<file path="src/rtl/digi_clock_rtc_pkg.sv">
// Shared constants and field arithmetic for the hh:mm:ss time-of-day counter.
// Limits are plain binary numbers; enc() maps them into the active encoding.
package digi_clock_pkg;

    localparam logic [7:0] SEC_MAX     = 8'd59;
    localparam logic [7:0] MIN_MAX     = 8'd59;
    localparam logic [7:0] HOUR_MAX_24 = 8'd23;
    localparam logic [7:0] HOUR_MAX_12 = 8'd12;

    // Binary number (0..99) to the field encoding used on the ports.
    function automatic logic [7:0] enc(input logic [7:0] n, input bit bcd);
        return bcd ? (((n / 8'd10) << 4) | (n % 8'd10)) : n;
    endfunction

    // Packed-BCD increment with wrap to zero at max: returns {carry, next}.
    function automatic logic [8:0] bcd_inc(input logic [7:0] value, input logic [7:0] max);
        if (value == max)
            return {1'b1, 8'h00};
        if (value[3:0] == 4'd9)
            return {1'b0, value[7:4] + 4'd1, 4'd0};
        return {1'b0, value[7:4], value[3:0] + 4'd1};
    endfunction

    // Binary increment with wrap to zero at max: returns {carry, next}.
    function automatic logic [8:0] bin_inc(input logic [7:0] value, input logic [7:0] max);
        if (value == max)
            return {1'b1, 8'h00};
        return {1'b0, value + 8'd1};
    endfunction

    function automatic logic [8:0] field_inc(input logic [7:0] value, input logic [7:0] max,
                                             input bit bcd);
        return bcd ? bcd_inc(value, max) : bin_inc(value, max);
    endfunction

    // Range check in the active encoding; BCD values order like their binary meaning.
    function automatic logic field_ok(input logic [7:0] value, input logic [7:0] lo,
                                      input logic [7:0] hi, input bit bcd);
        logic nib_ok;
        nib_ok = !bcd || ((value[7:4] <= 4'd9) && (value[3:0] <= 4'd9));
        return nib_ok && (value >= lo) && (value <= hi);
    endfunction

endpackage

</file>
<file path="src/rtl/digi_clock_rtc_if.sv">
// Control/load/alarm inputs and time/pulse outputs of the RTC, bundled.
interface digi_clock_rtc_if;
    logic       run;
    logic       load;
    logic [7:0] ld_hour;
    logic [7:0] ld_min;
    logic [7:0] ld_sec;
    logic       ld_pm;
    logic       alm_en;
    logic [7:0] alm_hour;
    logic [7:0] alm_min;
    logic       alm_pm;
    logic [7:0] sec;
    logic [7:0] min;
    logic [7:0] hour;
    logic       pm;
    logic       sec_tick;
    logic       day_carry;
    logic       alarm_hit;
    logic       load_err;

    modport master (
        output run, load, ld_hour, ld_min, ld_sec, ld_pm, alm_en, alm_hour, alm_min, alm_pm,
        input  sec, min, hour, pm, sec_tick, day_carry, alarm_hit, load_err
    );

    modport slave (
        input  run, load, ld_hour, ld_min, ld_sec, ld_pm, alm_en, alm_hour, alm_min, alm_pm,
        output sec, min, hour, pm, sec_tick, day_carry, alarm_hit, load_err
    );
endinterface

</file>
<file path="src/rtl/digi_clock_rtc_tick.sv">
// Seconds prescaler: counts enabled cycles 0..CLK_DIV-1, tick on the wrap cycle.
module tick_prescaler #(
    parameter int CLK_DIV = 5
) (
    input  logic clk,
    input  logic rst,
    input  logic run_i,
    input  logic clr_i,
    output logic tick_o
);
    localparam int CW = (CLK_DIV > 1) ? $clog2(CLK_DIV) : 1;
    localparam logic [CW-1:0] LAST = CW'(CLK_DIV - 1);

    logic [CW-1:0] cnt_q;

    assign tick_o = run_i && (cnt_q == LAST);

    // Count while running, hold while paused; a clear restarts the second.
    always_ff @(posedge clk) begin
        if (!rst)
            cnt_q <= '0;
        else if (clr_i)
            cnt_q <= '0;
        else if (run_i)
            cnt_q <= tick_o ? '0 : cnt_q + CW'(1);
    end
endmodule

</file>
<file path="src/rtl/digi_clock_rtc.sv">
// Time-of-day counter: sec/min/hour carry chain, 24h or 12h+pm, binary or BCD,
// with load validation and alarm compare on tick-driven updates.
module digi_clock_rtc
    import digi_clock_pkg::*;
#(
    parameter int CLK_DIV  = 5,
    parameter int BCD      = 0,
    parameter int MODE_12H = 0
) (
    input logic            clk,
    input logic            rst,
    digi_clock_rtc_if.slave bus
);
    localparam bit         IS_BCD      = (BCD != 0);
    localparam bit         IS_12H      = (MODE_12H != 0);
    localparam logic [7:0] SEC_LIM     = enc(SEC_MAX, IS_BCD);
    localparam logic [7:0] MIN_LIM     = enc(MIN_MAX, IS_BCD);
    localparam logic [7:0] HOUR_LIM    = IS_12H ? enc(HOUR_MAX_12, IS_BCD) : enc(HOUR_MAX_24, IS_BCD);
    localparam logic [7:0] HOUR_LO     = IS_12H ? enc(8'd1, IS_BCD) : 8'd0;
    localparam logic [7:0] HOUR_RST    = IS_12H ? enc(8'd12, IS_BCD) : 8'd0;
    localparam logic [7:0] HOUR_ELEVEN = enc(8'd11, IS_BCD);

    logic [7:0] sec_q, sec_d, min_q, min_d, hour_q, hour_d;
    logic       pm_q, pm_d;
    logic       sec_tick_q, sec_tick_d, day_carry_q, day_carry_d;
    logic       alarm_hit_q, alarm_hit_d, load_err_q, load_err_d;

    logic       tick, load_ok, hour_step, pm_nx, wrap;
    logic [8:0] sec_inc, min_inc, hour_inc;
    logic [7:0] hour_nx;

    assign load_ok = bus.load
                  && field_ok(bus.ld_sec,  8'd0,    SEC_LIM,  IS_BCD)
                  && field_ok(bus.ld_min,  8'd0,    MIN_LIM,  IS_BCD)
                  && field_ok(bus.ld_hour, HOUR_LO, HOUR_LIM, IS_BCD);

    // A load (valid or not) freezes the prescaler that cycle so a coincident tick is lost.
    tick_prescaler #(.CLK_DIV(CLK_DIV)) u_tick (
        .clk    (clk),
        .rst    (rst),
        .run_i  (bus.run && !bus.load),
        .clr_i  (load_ok),
        .tick_o (tick)
    );

    // Next time and pulses: load wins over tick; alarm compares the post-tick time.
    always_comb begin
        sec_inc   = field_inc(sec_q,  SEC_LIM,  IS_BCD);
        min_inc   = field_inc(min_q,  MIN_LIM,  IS_BCD);
        hour_inc  = field_inc(hour_q, HOUR_LIM, IS_BCD);
        hour_step = sec_inc[8] && min_inc[8];
        if (IS_12H) begin
            hour_nx = (hour_q == HOUR_LIM) ? HOUR_LO : hour_inc[7:0];
            pm_nx   = (hour_q == HOUR_ELEVEN) ? !pm_q : pm_q;
            wrap    = (hour_q == HOUR_ELEVEN) && pm_q;
        end else begin
            hour_nx = hour_inc[7:0];
            pm_nx   = 1'b0;
            wrap    = hour_inc[8];
        end

        sec_d       = sec_q;
        min_d       = min_q;
        hour_d      = hour_q;
        pm_d        = pm_q;
        sec_tick_d  = 1'b0;
        day_carry_d = 1'b0;
        alarm_hit_d = 1'b0;
        load_err_d  = 1'b0;

        if (bus.load) begin
            if (load_ok) begin
                sec_d  = bus.ld_sec;
                min_d  = bus.ld_min;
                hour_d = bus.ld_hour;
                pm_d   = IS_12H ? bus.ld_pm : 1'b0;
            end else begin
                load_err_d = 1'b1;
            end
        end else if (tick) begin
            sec_d      = sec_inc[7:0];
            sec_tick_d = 1'b1;
            if (sec_inc[8])
                min_d = min_inc[7:0];
            if (hour_step) begin
                hour_d      = hour_nx;
                pm_d        = pm_nx;
                day_carry_d = wrap;
            end
            alarm_hit_d = bus.alm_en && (hour_d == bus.alm_hour) && (min_d == bus.alm_min)
                       && (sec_d == 8'd0) && (!IS_12H || (pm_d == bus.alm_pm));
        end
    end

    // Time registers and one-cycle pulses.
    always_ff @(posedge clk) begin
        if (!rst) begin
            sec_q       <= 8'd0;
            min_q       <= 8'd0;
            hour_q      <= HOUR_RST;
            pm_q        <= 1'b0;
            sec_tick_q  <= 1'b0;
            day_carry_q <= 1'b0;
            alarm_hit_q <= 1'b0;
            load_err_q  <= 1'b0;
        end else begin
            sec_q       <= sec_d;
            min_q       <= min_d;
            hour_q      <= hour_d;
            pm_q        <= pm_d;
            sec_tick_q  <= sec_tick_d;
            day_carry_q <= day_carry_d;
            alarm_hit_q <= alarm_hit_d;
            load_err_q  <= load_err_d;
        end
    end

    assign bus.sec       = sec_q;
    assign bus.min       = min_q;
    assign bus.hour      = hour_q;
    assign bus.pm        = pm_q;
    assign bus.sec_tick  = sec_tick_q;
    assign bus.day_carry = day_carry_q;
    assign bus.alarm_hit = alarm_hit_q;
    assign bus.load_err  = load_err_q;
endmodule
</file>
<file path="src/flat_wrapper.sv">
// flat-port wrapper written by rule: the top's interface ports become plain ports
module digi_clock_rtc_flat import digi_clock_pkg::*;
#(
    parameter int CLK_DIV  = 5,
    parameter int BCD      = 0,
    parameter int MODE_12H = 0
)
  (clk, rst, bus_run, bus_load, bus_ld_hour, bus_ld_min, bus_ld_sec, bus_ld_pm, bus_alm_en, bus_alm_hour, bus_alm_min, bus_alm_pm, bus_sec, bus_min, bus_hour, bus_pm, bus_sec_tick, bus_day_carry, bus_alarm_hit, bus_load_err);
  digi_clock_rtc_if bus_i ();
  input logic clk;
  input logic rst;
  input wire logic [$bits(bus_i.run)-1:0] bus_run;
  input wire logic [$bits(bus_i.load)-1:0] bus_load;
  input wire logic [$bits(bus_i.ld_hour)-1:0] bus_ld_hour;
  input wire logic [$bits(bus_i.ld_min)-1:0] bus_ld_min;
  input wire logic [$bits(bus_i.ld_sec)-1:0] bus_ld_sec;
  input wire logic [$bits(bus_i.ld_pm)-1:0] bus_ld_pm;
  input wire logic [$bits(bus_i.alm_en)-1:0] bus_alm_en;
  input wire logic [$bits(bus_i.alm_hour)-1:0] bus_alm_hour;
  input wire logic [$bits(bus_i.alm_min)-1:0] bus_alm_min;
  input wire logic [$bits(bus_i.alm_pm)-1:0] bus_alm_pm;
  output wire logic [$bits(bus_i.sec)-1:0] bus_sec;
  output wire logic [$bits(bus_i.min)-1:0] bus_min;
  output wire logic [$bits(bus_i.hour)-1:0] bus_hour;
  output wire logic [$bits(bus_i.pm)-1:0] bus_pm;
  output wire logic [$bits(bus_i.sec_tick)-1:0] bus_sec_tick;
  output wire logic [$bits(bus_i.day_carry)-1:0] bus_day_carry;
  output wire logic [$bits(bus_i.alarm_hit)-1:0] bus_alarm_hit;
  output wire logic [$bits(bus_i.load_err)-1:0] bus_load_err;
  assign bus_i.run = bus_run;
  assign bus_i.load = bus_load;
  assign bus_i.ld_hour = bus_ld_hour;
  assign bus_i.ld_min = bus_ld_min;
  assign bus_i.ld_sec = bus_ld_sec;
  assign bus_i.ld_pm = bus_ld_pm;
  assign bus_i.alm_en = bus_alm_en;
  assign bus_i.alm_hour = bus_alm_hour;
  assign bus_i.alm_min = bus_alm_min;
  assign bus_i.alm_pm = bus_alm_pm;
  assign bus_sec = bus_i.sec;
  assign bus_min = bus_i.min;
  assign bus_hour = bus_i.hour;
  assign bus_pm = bus_i.pm;
  assign bus_sec_tick = bus_i.sec_tick;
  assign bus_day_carry = bus_i.day_carry;
  assign bus_alarm_hit = bus_i.alarm_hit;
  assign bus_load_err = bus_i.load_err;
  digi_clock_rtc #(.CLK_DIV(CLK_DIV), .BCD(BCD), .MODE_12H(MODE_12H)) u_core (.clk(clk), .rst(rst), .bus(bus_i));
endmodule
</file>
<file path="config.mk">
export PLATFORM = sky130hd
export DESIGN_NAME = digi_clock_rtc_flat
export DESIGN_NICKNAME = d
export VERILOG_FILES = /design/src/rtl/digi_clock_rtc_pkg.sv /design/src/rtl/digi_clock_rtc_if.sv /design/src/rtl/digi_clock_rtc_tick.sv /design/src/rtl/digi_clock_rtc.sv /design/src/flat_wrapper.sv
export SDC_FILE = /design/constraint.sdc
export NUM_CORES = 1
export LEC_CHECK = 0
export CORE_MARGIN = 3
export CORE_UTILIZATION = 43
export DETAILED_ROUTE_END_ITERATION = 8
export PLACE_DENSITY = 0.78
export SLEW_MARGIN = 20
export SYNTH_ARGS = -nofsm -noshare
export SYNTH_HDL_FRONTEND = slang
export SYNTH_SLANG_ARGS = --single-unit
export TNS_END_PERCENT = 30
</file>
<file path="constraint.sdc">
create_clock -name clk -period 2.6 [get_ports clk]
set_input_delay 0.39 -clock clk [delete_from_list [all_inputs] [get_ports clk]]
set_output_delay 0.39 -clock clk [all_outputs]
set_load 0.02 [all_outputs]
</file>
==> Flow_metrics.wiki, run 1 <==
{| class="wikitable"
! Metric !! Value
|-
| Status || complete, no violations
|-
| Average wire length per cell after detail routing || 16.04 um
|-
| Met3 Track Usage GR || 4.934%
|-
| Avg Vias per Cell || 5.759
|-
| Crit path capture type || flip-flop
|-
| Count of maximum capacitance violations || 0
|-
| Clock buffer depth || 2
|-
| Layout cell share with drive strength beyond 1 || 13.70%
|-
| DRT antenna net count || 0
|-
| Final hold violation count || 0
|-
| Max IR drop VDD || 0.2030 mV
|-
| Number of global-route vias before repair || 2625
|-
| Die span in x || 81.42 um
|-
| Largest cells by area after synthesis || sky130_fd_sc_hd__dfxtp_1 (25%), sky130_fd_sc_hd__nand2_1 (6.0%), sky130_fd_sc_hd__o21ai_0 (5.3%)
|-
| Final worst path period need || 2460 ps
|-
| Final setup TNS || 0 ps
|-
| Number of flops mapped to enable cells by yosys || 0
|-
| Post-Synthesis Cells || 323
|-
| Worst r2r path cells || 7
|-
| RSZ-0062 raised after global routing || no
|-
| Cell type with the largest total area after synthesis || sky130_fd_sc_hd__dfxtp_1
|-
| Standard-cell rows || 26
|-
| Final number of setup-violating endpoints || 0
|-
| Area after detailed placement || 0.003428 mm2
|-
| Inserted Clock Buffers || 5
|-
| Area delta synth->final || 44.35%
|-
| Clock tree from TritonCTS || built
|-
| Number of storage elements in the synthesis netlist || 31
|-
| Antenna violations before repair || 0
|-
| Deepest level of the CTS H-tree || 2
|-
| Non-filler cells in the finished layout || 486
|-
| GR Util All Layers || 24.20%
|-
| Highest-delay cell along the critical path || sky130_fd_sc_hd__or3b_2
|-
| Chip Height || 81.42 um
|-
| Reg-to-reg critical path startpoint || u_core.bus.sec[7]
|-
| Ant diodes || 0
|-
| Part of the Yosys area used for sequential elements || 25.37%
|-
| Mean post-synth cell area || 7.573 um2
|-
| Total gr overflow || 0
|-
| Max FO, Critical Path || 7
|-
| Worst min-delay path class || reg2reg
|-
| Pwr dens || 294.0 mW/mm2
|-
| DRC violations left || 0
|-
| R2R Setup Slk || 140 ps
|-
| Asr flop ratio synth || 0%
|-
| Number of slew-limit violations in the final report || 0
|-
| First-pass iteration count of the detailed router || 5
|-
| Effective utilization at floorplan || 46.13%
|-
| Util after Layout || 66.59%
|-
| Later-pin clock latency in the skew report || 280 ps
|-
| DP Cell Count || 479
|-
| Final Routed Wirelength || 7.795 mm
|-
| Clock slew seen by the registers of the worst setup and hold paths || 70 ps
|-
| End of the worst register-to-register path || u_core.bus.alarm_hit
|-
| First-pass GRT wire length || 12.56 mm
|-
| Achievable Freq || 406.6 MHz
|-
| Hold Startpoint || u_core.bus.hour[4]
|-
| Launching element type of the critical path || flip-flop
|-
| Worst endpoint data arrival time || 2660 ps
|-
| Endpoint with the worst hold slack || u_core.bus.hour[4]
|-
| Via count || 2799
|-
| Cell Chain, Critical Path || or3b_2 -> a211oi_1 -> a22oi_2 -> xor2_1 -> o21ai_0 -> or4_4 -> nor4_2
|-
| Path type of the worst setup path || reg2reg
|-
| Post-DP HPWL || 5.908 mm
|-
| Port Buf Inserts || 72
|-
| Proportion of netlist area held by the largest area contributor || 25.37%
|-
| Die Area || 0.006629 mm2
|-
| WHS Path Cells || 2
|-
| Flip-flop cell with the highest count after synthesis || sky130_fd_sc_hd__dfxtp_1
|-
| Global-route met2 utilization || 38.27%
|-
| Max stage delay on crit path || 530 ps
|-
| M1 GR Usage || 33.11%
|-
| Top-count cell post-synth || sky130_fd_sc_hd__nand2_1
|-
| Largest net degree at the start of global routing || 27
|-
| Final period util || 94.60%
|-
| Netlist area before placement || 0.002446 mm2
|-
| Top-Level Pins || 76
|-
| Syn Nets || 376
|-
| Clk Tree Root Cell || sky130_fd_sc_hd__clkbuf_8
|-
| Synth top cells by count || sky130_fd_sc_hd__nand2_1 (39), sky130_fd_sc_hd__dfxtp_1 (31), sky130_fd_sc_hd__nor2_1 (26), sky130_fd_sc_hd__o21ai_0 (26), sky130_fd_sc_hd__a21oi_1 (14)
|-
| Number of nets in the final layout || 469
|-
| Initial DRC count || 206
|-
| Count of cell types in the netlist || 60
|-
| Most Crowded Layer GR || met2
|-
| Clock tree sinks || 31
|-
| Fill cell total of the finished layout || 470
|-
| Weighted congestion at the end of routability-driven global placement || 0.9021
|-
| Number of buffers inserted by hold repair at cts || 0
|-
| Warnings from Yosys || 0
|-
| Reported leakage power || 1.320 nW
|-
| Worst-case clock skew || 11.10 ps
|-
| Core box area || 0.005303 mm2
|-
| Post-route cell area || 0.003531 mm2
|-
| Endpoint required time on the critical path || 2800 ps
|}
[per-layer routing]
metal / part of all wire (%) / vias up
met5: 0 / -
met4: 1.6 / 0
met3: 7.5 / 12
met2: 45 / 123
met1: 45 / 1299
li1: - / 1365
[sequential cells by signal, summed over array words and instances (netlist names)]
signal and flops:
u_core.bus.day_carry 1, u_core.u_tick.cnt_q 3, u_core.bus.hour 8, u_core.bus.sec 8
u_core.bus.alarm_hit 1, u_core.bus.load_err 1, u_core.bus.sec_tick 1, u_core.bus.min 8
[worst max-delay path, delay by kind of cell, from the launching register on]
family          cells  cell delay (ps)
flops               1              400
simple gates        3             1270
xor+xnor            1              160
compound gates      3              570
[area by class of cell]
cell class / instances / area [um2] / area share, %
inverters: 9 / 33.78 / 0.9568
repair buffers: 105 / 980.9 / 27.78
clock buffers: 6 / 82.58 / 2.339
clock inverters: 1 / 5.005 / 0.1417
flip-flops and latches: 31 / 625.6 / 17.72
well taps: 70 / 87.58 / 2.481
multi-input cells: 264 / 1715 / 48.58
[metrics by stage]
step	total power, mW	setup WS [ps]	hold slack, ps
finish	1.038	140.3	555.0
global route	1.077	3.361	577.4
global placement	0.6507	25.25	513.8
floorplan	0.5563	40.02	561.2
detailed placement	0.6520	20.54	543.5
CTS	1.042	75.08	553.7
[cell usage in the layout (no fill, tap or decap), types with 4 or more instances in the layout]
master,synthesis,layout
sky130_fd_sc_hd__o211ai_1,4,4
sky130_fd_sc_hd__a21boi_0,7,7
sky130_fd_sc_hd__a21oi_1,14,14
sky130_fd_sc_hd__nand3_1,9,9
sky130_fd_sc_hd__and3_1,5,5
sky130_fd_sc_hd__ha_1,6,5
sky130_fd_sc_hd__nor4_1,4,4
sky130_fd_sc_hd__nand4_1,7,7
sky130_fd_sc_hd__o21a_1,4,4
sky130_fd_sc_hd__nor3b_1,4,4
sky130_fd_sc_hd__mux2i_1,6,6
sky130_fd_sc_hd__o21ai_0,26,26
sky130_fd_sc_hd__a31oi_1,4,4
sky130_fd_sc_hd__inv_1,9,9
sky130_fd_sc_hd__clkbuf_8,0,6
sky130_fd_sc_hd__xor2_1,11,11
sky130_fd_sc_hd__nor2_1,26,26
sky130_fd_sc_hd__clkdlybuf4s50_1,0,72
sky130_fd_sc_hd__buf_4,3,32
sky130_fd_sc_hd__xnor2_1,10,10
sky130_fd_sc_hd__nand2_1,39,39
sky130_fd_sc_hd__dfxtp_1,31,29
sky130_fd_sc_hd__nor3_1,10,10
sky130_fd_sc_hd__nand2b_1,4,4
sky130_fd_sc_hd__a22oi_1,6,6
sky130_fd_sc_hd__nor2b_1,10,10
[power by group]
part | internal [mW] | total [mW] | switching (mW)
registers | 0.477 | 0.478 | 0.00178
clock network | 0.208 | 0.396 | 0.189
logic | 0.0945 | 0.163 | 0.0690
[worst max path at each step]
| stage | startpoint | end | slack (ps) | cells after the start |
|---|---|---|---|---|
| CTS | u_core.bus.sec[1] | u_core.bus.alarm_hit | 80 | 9 |
| finish | u_core.bus.sec[7] | u_core.bus.alarm_hit | 140 | 7 |
| global placement | bus_load | u_core.bus.min[6] | 30 | 9 |
| floorplan | u_core.bus.min[0] | u_core.bus.alarm_hit | 40 | 9 |
| global route | u_core.bus.min[1] | u_core.bus.alarm_hit | 3 | 8 |
| detailed placement | bus_load | u_core.bus.min[3] | 20 | 8 |
[what timing repair did]
item	CTS	global route
resized for setup	0	4
setup endpoints to repair	0	1
setup buffers	0	0
[cell families after synthesis]
kind of cell	count (synthesis)	synth area share, %
fa+ha+maj	6	3.069
flops	31	25.37
simple gates	142	32.28
other cells	1	0.1533
compound gates	88	24.04
xor+xnor	21	7.519
buf+inv	28	5.115
mux	6	2.455
Note: power is estimated with default switching activity, not from simulation.
==> run 2, diff against run 1 <==
Settings changed: CORE_UTILIZATION 43 to 30, PLACE_DENSITY 0.78 to 0.58.
==> Flow_metrics.wiki, run 2 (synthesis gave the netlist of run 1 again) <==
{| class="wikitable"
! Metric !! Value
|-
| Later-pin clock latency in the skew report || 280 ps
|-
| Area after detailed placement || 0.003481 mm2
|-
| Worst min-delay path class || reg2reg
|-
| First-pass iteration count of the detailed router || 5
|-
| Achievable Freq || 405.7 MHz
|-
| First-pass GRT wire length || 13.71 mm
|-
| Launching element type of the critical path || flip-flop
|-
| Weighted congestion at the end of routability-driven global placement || 0.8367
|-
| Total gr overflow || 0
|-
| Highest-delay cell along the critical path || sky130_fd_sc_hd__or4_4
|-
| Clk Tree Root Cell || sky130_fd_sc_hd__clkbuf_8
|-
| Die Area || 0.009273 mm2
|-
| Number of logic stages on the critical path including buffering || 8
|-
| Cell family contributing the most delay on the critical path || simple AND/OR/NAND/NOR gates
|-
| Final hold violation count || 0
|-
| Util after Layout || 46.03%
|-
| Via count || 2779
|-
| Met3 routed wirelength || 694 um
|-
| WHS Path Cells || 2
|-
| Routed length on met2 || 3.772 mm
|-
| Worst endpoint data arrival time || 2670 ps
|-
| Commonest cells after routing, fill and taps aside || sky130_fd_sc_hd__clkdlybuf4s50_1 (72), sky130_fd_sc_hd__nand2_1 (39), sky130_fd_sc_hd__buf_4 (31)
|-
| Largest net degree at the start of global routing || 27
|-
| Path type of the worst setup path || reg2reg
|-
| Effective utilization at floorplan || 31.33%
|-
| DP Worst Slack || -98.80 ps
|-
| Area delta synth->final || 46.91%
|-
| RSZ-0062 raised after global routing || no
|-
| Worst-case clock skew || 5.937 ps
|-
| Most frequent standard cell in the layout excluding fill and tap cells || sky130_fd_sc_hd__clkdlybuf4s50_1
|-
| Max IR drop VDD || 0.1383 mV
|-
| Critical path buffers and inverters || 0
|-
| Average wire length per cell after detail routing || 16.06 um
|-
| Layout cell share with drive strength beyond 1 || 14.39%
|-
| Max stage delay on crit path || 530 ps
|-
| Core box area || 0.007807 mm2
|-
| Antenna violations before repair || 0
|-
| Cell Chain, Critical Path || ha_1 -> and4_1 -> nand4_4 -> nor2_4 -> and3_4 -> xnor2_1 -> or4_4 -> nor4_2
|-
| Standard-cell rows || 32
|-
| Number of buffers inserted by hold repair at cts || 0
|-
| Deepest level of the CTS H-tree || 2
|-
| Setup slack after layout || 135.2 ps
|-
| Clock tree from TritonCTS || built
|-
| Count of maximum capacitance violations || 0
|-
| Ant diodes || 0
|-
| Max FO, Critical Path || 5
|-
| Die span in x || 96.30 um
|-
| Avg Vias per Cell || 5.355
|-
| Number of nets in the final layout || 469
|-
| Top-Level Pins || 76
|-
| Met1 Wirelength || 3.791 mm
|-
| Final period util || 94.80%
|-
| DRT antenna net count || 0
|-
| Reported leakage power || 1.329 nW
|-
| Status || complete, no violations
|-
| Inserted Clock Buffers || 5
|-
| Pwr dens || 300.7 mW/mm2
|-
| Initial DRC count || 251
|-
| Non-filler cells in the finished layout || 519
|-
| DRC violations left || 0
|-
| Endpoint required time on the critical path || 2800 ps
|-
| GR Util All Layers || 18.78%
|-
| Clock tree sinks || 31
|-
| Final Routed Wirelength || 8.336 mm
|-
| Uppermost routed layer || met4
|-
| Clock buffer depth || 2
|-
| Post-DP HPWL || 6.361 mm
|-
| Number of global-route vias before repair || 2766
|-
| Crit path capture type || flip-flop
|-
| Chip Height || 96.30 um
|-
| Worst r2r path cells || 8
|-
| Post-route cell area || 0.003593 mm2
|-
| Number of slew-limit violations in the final report || 0
|-
| Port Buf Inserts || 72
|-
| Number of setup buffers added after CTS || 0
|-
| Final number of setup-violating endpoints || 0
|-
| Clock slew seen by the registers of the worst setup and hold paths || 70 ps
|-
| DP Cell Count || 511
|-
| Final worst path period need || 2465 ps
|}
[run 2: changes by cell type in the layout (fill, tap and decap cells not counted), sizes merged]
cell,delta
clkbuf,+2
clkinv,-1
[run 2: what timing repair did]
item / in CTS / in global routing
resized for setup: 0 / 4
endpoints found under the hold margin: 0 / 0
setup endpoints to repair: 0 / 2
[run 2: final cells by class]
cell class                 count  area [um2]
fill                         809        4214
multi-input combinational    264        1715
timing repair buffer         105       993.5
sequential                    31       623.1
tap                          102       127.6
clock buffer                   8       100.1
inverter                       9       33.78
[run 2: path summary, 6_finish.rpt]
kind	from	slack, ps	endpoint
max	u_core.bus.min[0]	140	u_core.bus.alarm_hit
min	u_core.bus.hour[4]	550	u_core.bus.hour[4]
max reg2reg	u_core.bus.min[0]	140	u_core.bus.alarm_hit
min reg2reg	u_core.bus.hour[4]	550	u_core.bus.hour[4]
[run 2: routing by layer]
metal	GRT usage, %	vias to the layer above
li1	-	1358
met2	30.53	127
met5	0	-
met3	3.518	8
met4	4.790	0
met1	25.47	1286
[run 2: tightest hold or removal path, stage by stage (launching register included)]
cell	delay, ps
sky130_fd_sc_hd__dfxtp_1	360
sky130_fd_sc_hd__nand2_1	70
sky130_fd_sc_hd__a21boi_0	70
[run 2: stage by stage]
stage	hold WS (ps)	total power [mW]	TNS, ps
after floorplan	561.2	0.5563	0
after global placement	526.1	0.6541	-176.3
after detailed placement	537.5	0.6543	-773.0
after CTS	548.0	1.094	0
after global routing	589.2	1.129	0
final	549.5	1.081	0
[run 2: power by group]
part	switching, mW	total, mW	internal (mW)
combinational	0.0708	0.165	0.0946
sequential	0.00173	0.479	0.478
clock	0.194	0.436	0.242
total	0.267	1.08	0.814
